### src/rtl/touch_channel_scheduler.sv
// Sequences Z -> X -> Y touch conversions through the SPI conversion engine and publishes kept samples.
// Optional build macro TOUCH_SCALE_EN: X/Y samples carry offset-and-shift scaled coordinates.
module touch_channel_scheduler #(
    parameter int unsigned SETTLE_CONV = 7,
    parameter logic [11:0] Z_THRESH    = 12'h100,
    parameter int unsigned TIMEOUT     = 1023,
    parameter logic [7:0]  CMD_Z       = 8'hB3,
    parameter logic [7:0]  CMD_X       = 8'hD3,
    parameter logic [7:0]  CMD_Y       = 8'h93
) (
    input  logic        cclk,
    input  logic        rst,
    input  logic        enable,
    output logic        xfer_start,
    output logic [7:0]  xfer_cmd,
    input  logic        xfer_busy,
    input  logic        xfer_done,
    input  logic [11:0] xfer_data,
    output logic [11:0] z_sample,
    output logic        z_valid,
    output logic [11:0] x_sample,
    output logic        x_valid,
    output logic [11:0] y_sample,
    output logic        y_valid,
    output logic        touched,
    output logic        frame_done,
    output logic        timeout_err
);

    localparam int unsigned TW       = (TIMEOUT > 1) ? $clog2(TIMEOUT) : 1;
    localparam logic [TW-1:0] TMO_LAST = TW'(TIMEOUT - 1);
    localparam logic [3:0]    CNT_LAST = 4'(SETTLE_CONV);

    typedef enum logic [1:0] {IDLE, ISSUE, WAIT, SAMPLE} state_t;
    typedef enum logic [1:0] {CH_Z, CH_X, CH_Y} chan_t;

    state_t        state_q, state_d;
    chan_t         chan_q, chan_d;
    logic [3:0]    cnt_q, cnt_d;
    logic [TW-1:0] tmo_q, tmo_d;
    logic [11:0]   kept_q;
    logic          start_c;
    logic          latch_c;
    logic          tmo_fire_c;

`ifdef TOUCH_SCALE_EN
    function automatic logic [11:0] scale_x(input logic [11:0] raw);
        return (raw < 12'd145) ? 12'd25 : ((raw - 12'd145) >> 2) + 12'd25;
    endfunction

    function automatic logic [11:0] scale_y(input logic [11:0] raw);
        return (raw < 12'd95) ? 12'd20 : ((raw - 12'd95) >> 3) + 12'd20;
    endfunction
`else
    function automatic logic [11:0] scale_x(input logic [11:0] raw);
        return raw;
    endfunction

    function automatic logic [11:0] scale_y(input logic [11:0] raw);
        return raw;
    endfunction
`endif

    // NOTE: state registers use non-blocking assignments so every flop samples pre-edge values.
    always_ff @(posedge cclk) begin
        if (rst) begin
            state_q <= IDLE;
            chan_q  <= CH_Z;
            cnt_q   <= '0;
            tmo_q   <= '0;
        end else begin
            state_q <= state_d;
            chan_q  <= chan_d;
            cnt_q   <= cnt_d;
            tmo_q   <= tmo_d;
        end
    end

    // NOTE: every signal written here gets a default first, otherwise a latch is inferred.
    always_comb begin
        state_d    = state_q;
        chan_d     = chan_q;
        cnt_d      = cnt_q;
        tmo_d      = tmo_q;
        start_c    = 1'b0;
        latch_c    = 1'b0;
        tmo_fire_c = 1'b0;
        case (state_q)
            IDLE: begin
                if (enable) begin
                    state_d = ISSUE;
                    chan_d  = CH_Z;
                    cnt_d   = '0;
                end
            end
            ISSUE: begin
                if (!xfer_busy) begin
                    start_c = 1'b1;
                    tmo_d   = '0;
                    state_d = WAIT;
                end
            end
            WAIT: begin
                // A done in the same cycle as the timeout boundary takes priority.
                if (xfer_done) begin
                    if (cnt_q == CNT_LAST) begin
                        latch_c = 1'b1;
                        state_d = SAMPLE;
                    end else begin
                        cnt_d   = cnt_q + 4'd1;
                        state_d = ISSUE;
                    end
                end else if (tmo_q == TMO_LAST) begin
                    tmo_fire_c = 1'b1;
                    cnt_d      = '0;
                    state_d    = ISSUE;
                end else begin
                    tmo_d = tmo_q + TW'(1);
                end
            end
            SAMPLE: begin
                cnt_d   = '0;
                state_d = ISSUE;
                case (chan_q)
                    CH_Z:    chan_d = CH_X;
                    CH_X:    chan_d = CH_Y;
                    default: begin
                        chan_d  = CH_Z;
                        state_d = enable ? ISSUE : IDLE;
                    end
                endcase
            end
            default: state_d = IDLE;
        endcase
    end

    // The start strobe is masked while reset is held so the reset cycle never launches a transfer.
    assign xfer_start = start_c && !rst;

    always_comb begin
        case (chan_q)
            CH_X:    xfer_cmd = CMD_X;
            CH_Y:    xfer_cmd = CMD_Y;
            default: xfer_cmd = CMD_Z;
        endcase
    end

    always_ff @(posedge cclk) begin
        if (rst) begin
            kept_q      <= '0;
            z_sample    <= '0;
            x_sample    <= '0;
            y_sample    <= '0;
            z_valid     <= 1'b0;
            x_valid     <= 1'b0;
            y_valid     <= 1'b0;
            touched     <= 1'b0;
            frame_done  <= 1'b0;
            timeout_err <= 1'b0;
        end else begin
            z_valid     <= 1'b0;
            x_valid     <= 1'b0;
            y_valid     <= 1'b0;
            frame_done  <= 1'b0;
            timeout_err <= tmo_fire_c;
            if (latch_c) begin
                kept_q <= xfer_data;
            end
            if (state_q == SAMPLE) begin
                case (chan_q)
                    CH_Z: begin
                        z_sample <= kept_q;
                        z_valid  <= 1'b1;
                        touched  <= (kept_q >= Z_THRESH);
                    end
                    CH_X: begin
                        if (touched) begin
                            x_sample <= scale_x(kept_q);
                            x_valid  <= 1'b1;
                        end
                    end
                    default: begin
                        if (touched) begin
                            y_sample <= scale_y(kept_q);
                            y_valid  <= 1'b1;
                        end
                        frame_done <= 1'b1;
                    end
                endcase
            end
        end
    end

endmodule

### config.mk
export PLATFORM = sky130hd
export DESIGN_NAME = touch_channel_scheduler
export DESIGN_NICKNAME = d
export VERILOG_FILES = /design/src/rtl/touch_channel_scheduler.sv
export SDC_FILE = /design/constraint.sdc
export NUM_CORES = 1
export LEC_CHECK = 0
export CAP_MARGIN = 20
export CORE_UTILIZATION = 52
export CTS_BUF_LIST = sky130_fd_sc_hd__clkbuf_8
export DETAILED_ROUTE_END_ITERATION = 10
export PLACE_DENSITY = 0.87
export SETUP_SLACK_MARGIN = 0.3
export SLEW_MARGIN = 25
export SYNTH_ARGS = -nofsm -noshare
export SYNTH_HDL_FRONTEND = slang
export SYNTH_SLANG_ARGS = --single-unit
### constraint.sdc
create_clock -name cclk -period 2.17 [get_ports cclk]
set_input_delay 0.217 -clock cclk [delete_from_list [all_inputs] [get_ports cclk]]
set_output_delay 0.217 -clock cclk [all_outputs]
set_load 0.1 [all_outputs]
==> results_dict.tcl <==
set metrics [dict create \
    r2r_start "tmo_q[0]$_SDFFE_PP0P_" \
    synth_edf_count 0 \
    grt_pass1_wl_um 12000 \
    relSlewSlack 0.533 \
    htree_levels 3 \
    drt-wirelength-per-cell_um 14.9 \
    ys_ff_latch 72 \
    async_flop_share 0 \
    cap_violations 0 \
    path_cells "inv_1, ha_1, nand2_2, o31a_1, or4_1, a21oi_1" \
    maxSlewViolCount 0 \
    port_buffers 61 \
    antenna_cells 0 \
    worstHoldPathType "in -> reg" \
    setup.worst_path.start "tmo_q[0]$_SDFFE_PP0P_" \
    fin_crit_ns 1.76 \
    r2r-end "cnt_q[0]$_SDFFE_PP0P_" \
    power_w 0.00351 \
    fp.dieH_um 78.7 \
    rows 27 \
    worstHoldStart "rst" \
    start_util 0.549 \
    coreArea_um2 5570 \
    routed_via_density 5.49 \
    clockBufferDepth 2 \
    layout_common_cells "nand2_1 (81), dfxtp_1 (70), buf_4 (55)" \
    dp_hpwl_um 4970 \
    crit_type "reg -> reg" \
    cp_slowest_cell "or4_1" \
    ys_warn_count 0 \
    finalWirelength_um 7400 \
    grt_max_degree 38 \
    placed_cells 477 \
    mostFrequentLayoutCell "nand2_1" \
    io_pins 68 \
    rsz0062_at_grt "true" \
    hold_ws_ns 0.397 \
    startpoint_type "register" \
    synth_top_area_frac 0.471 \
    cts_tree "built" \
    endpoint "cnt_q[0]$_SDFFE_PP0P_" \
    setup_tns_ns 0 \
    grt_overflow_total 0 \
    cp-end-kind "register" \
    power.density_nw_per_um2 890 \
    die_area_um2 6200 \
    dr.pass1.iters 4 \
    cts-buffers-inserted 9 \
    clock-sinks 72 \
    synth_cells 358 \
    finish.instance_area_um2 3940 \
    yosysSeqAreaShare 0.471 \
    dr.first_iter.drc_count 100 \
    antenna_found_initial 0 \
    fill_cells 450 \
    num_vias 2733 \
    fin_nets 450 \
    grt_pass1_vias 2576 \
    gp_congestion 0.866 \
    synth_area_leaders "dfxtp_1 (47%), nand2_1 (10%), a21oi_1 (7.4%), ha_1 (4.9%), mux2i_1 (3.9%)" \
    critPathMaxFanout 8 \
    required_ns 2.45 \
    setup_viol 0 \
    syn_avg_cell_area_um2 8.55 \
    synth-main-ff-cell "dfxtp_1" \
    postPlaceCellArea_um2 3610 \
    status "complete, no violations" \
    worstSkewPairLatency_ns 0.35 \
    grtUsageTotal 0.254 \
    fin_cells 498 \
    fmax_mhz 567 \
    final_antenna_net_count 0 \
    syn_area_um2 3060 \
    worst-r2r-cell-count 6 \
    slowest_delay_ns 0.49 \
    arrival_ns 2.05 \
    syn_to_final_growth_pct 28.7 \
    ir_drop_mv 0.583 \
    cts.clk_slew.worst_paths_ns 0.08 \
    synth_top_area_cell "dfxtp_1" \
    die_x_um 78.7 \
    drc 0 \
    worst_slew_pin_slew_ns 0.700 \
    hold_viol 0 \
    period_share 0.812 \
    drive_gt1_frac 0.214 \
    root_buffer "clkbuf_8" \
    skew_ns 0.00935 \
    ys_types 51 \
    rrSetupSlack_ns 0.41 \
    p_leak_nw 1.46 \
]
## synth_stat cells (2+ instances only)
| master | count |
|---|---|
| nor4b_1 | 2 |
| nor3_1 | 5 |
| and2_1 | 4 |
| conb_1 | 2 |
| a311oi_1 | 2 |
| nand2_1 | 84 |
| o311ai_0 | 4 |
| o31ai_1 | 6 |
| o31a_1 | 2 |
| nor2_1 | 19 |
| nor4_1 | 2 |
| mux2i_1 | 12 |
| buf_4 | 7 |
| nor3b_1 | 2 |
| inv_1 | 9 |
| o21a_1 | 2 |
| ha_1 | 12 |
| a32oi_1 | 2 |
| or3_1 | 4 |
| a21oi_1 | 45 |
| nand4_1 | 2 |
| nand2b_1 | 4 |
| and3_1 | 2 |
| dfxtp_1 | 72 |
| a31oi_1 | 3 |
| buf_2 | 2 |
| o21ai_0 | 3 |
| a211oi_1 | 2 |
| clkbuf_1 | 14 |
| nand3_1 | 6 |
## sequential cells by signal, indices dropped and copies added, names as in the netlist, 2 cells and up
name	cells
chan_q	2
kept_q	12
state_q	2
z_sample	12
tmo_q	10
y_sample	12
cnt_q	4
x_sample	12
## per-stage QoR
step           worst slack [ns]  utilization
2_1_floorplan             0.399            -
3_3_place_gp              0.268        0.648
3_5_place_dp              0.172        0.648
4_1_cts                   0.307        0.693
5_1_grt                   0.276        0.707
6_report                  0.407        0.707
## critical path: cells and delay by family, from the launching register on
family	cells	cell delay, ns
flip-flops	1	0.35
AO/OA/AOI/OAI	2	0.53
buffers and inverters	1	0.07
AND/OR/NAND/NOR	2	0.59
adder cells (fa/ha/maj)	1	0.15
## power by group
| part | internal (W) | switching, W |
|---|---|---|
| logic | 0.000332 | 0.000505 |
| clock network | 0.000767 | 0.000521 |
| registers | 0.00135 | 0.0000334 |
| total | 0.00245 | 0.00106 |
## per-layer routing
layer | wire length, um | track usage | vias to the layer above
li1 | - | - | 1361
met1 | 3150 | 0.327 | 1277
met2 | 3620 | 0.404 | 81
met3 | 497 | 0.0586 | 14
met4 | 131 | 0.119 | 0
met5 | 0 | 0 | -
## layout make-up
type                    count  area, um2  share of cell area
repair buffers             72        588               0.149
flip-flops and latches     72       1450               0.367
well taps                  72       90.1              0.0229
clock buffers               9        124              0.0314
multi-input cells         257       1540               0.390
clock inverters             7        120              0.0305
inverters                   9       33.8             0.00857
## logic make-up after synthesis
family,synth area share
other,0.00245
muxes,0.0392
adders and majority gates,0.0490
buffers and inverters,0.0499
and+or+nand+nor,0.212
DFF,0.471
AOI/OAI and AO/OA,0.177
## repair_timing
action / in CTS / in global routing
cloned: 0 / 0
pin swaps: 0 / 3
setup endpoints to repair: 22 / 37
hold buffers: 0 / 0
resized for setup: 3 / 16
setup buffers: 0 / 5
## worst min-delay path by stage
stage,slack (ns),to,cells past startpoint
final,0.40,kept_q[3]$_SDFFE_PP0P_,2
after global routing,0.41,chan_q[0]$_SDFFE_PP0P_,2
after CTS,0.39,kept_q[3]$_SDFFE_PP0P_,2
after detailed placement,0.45,x_sample[0]$_SDFFE_PP0P_,2
after global placement,0.44,x_sample[0]$_SDFFE_PP0P_,2
after floorplan,0.36,kept_q[0]$_SDFFE_PP0P_,2
Note: power is estimated with default switching activity, not from simulation.
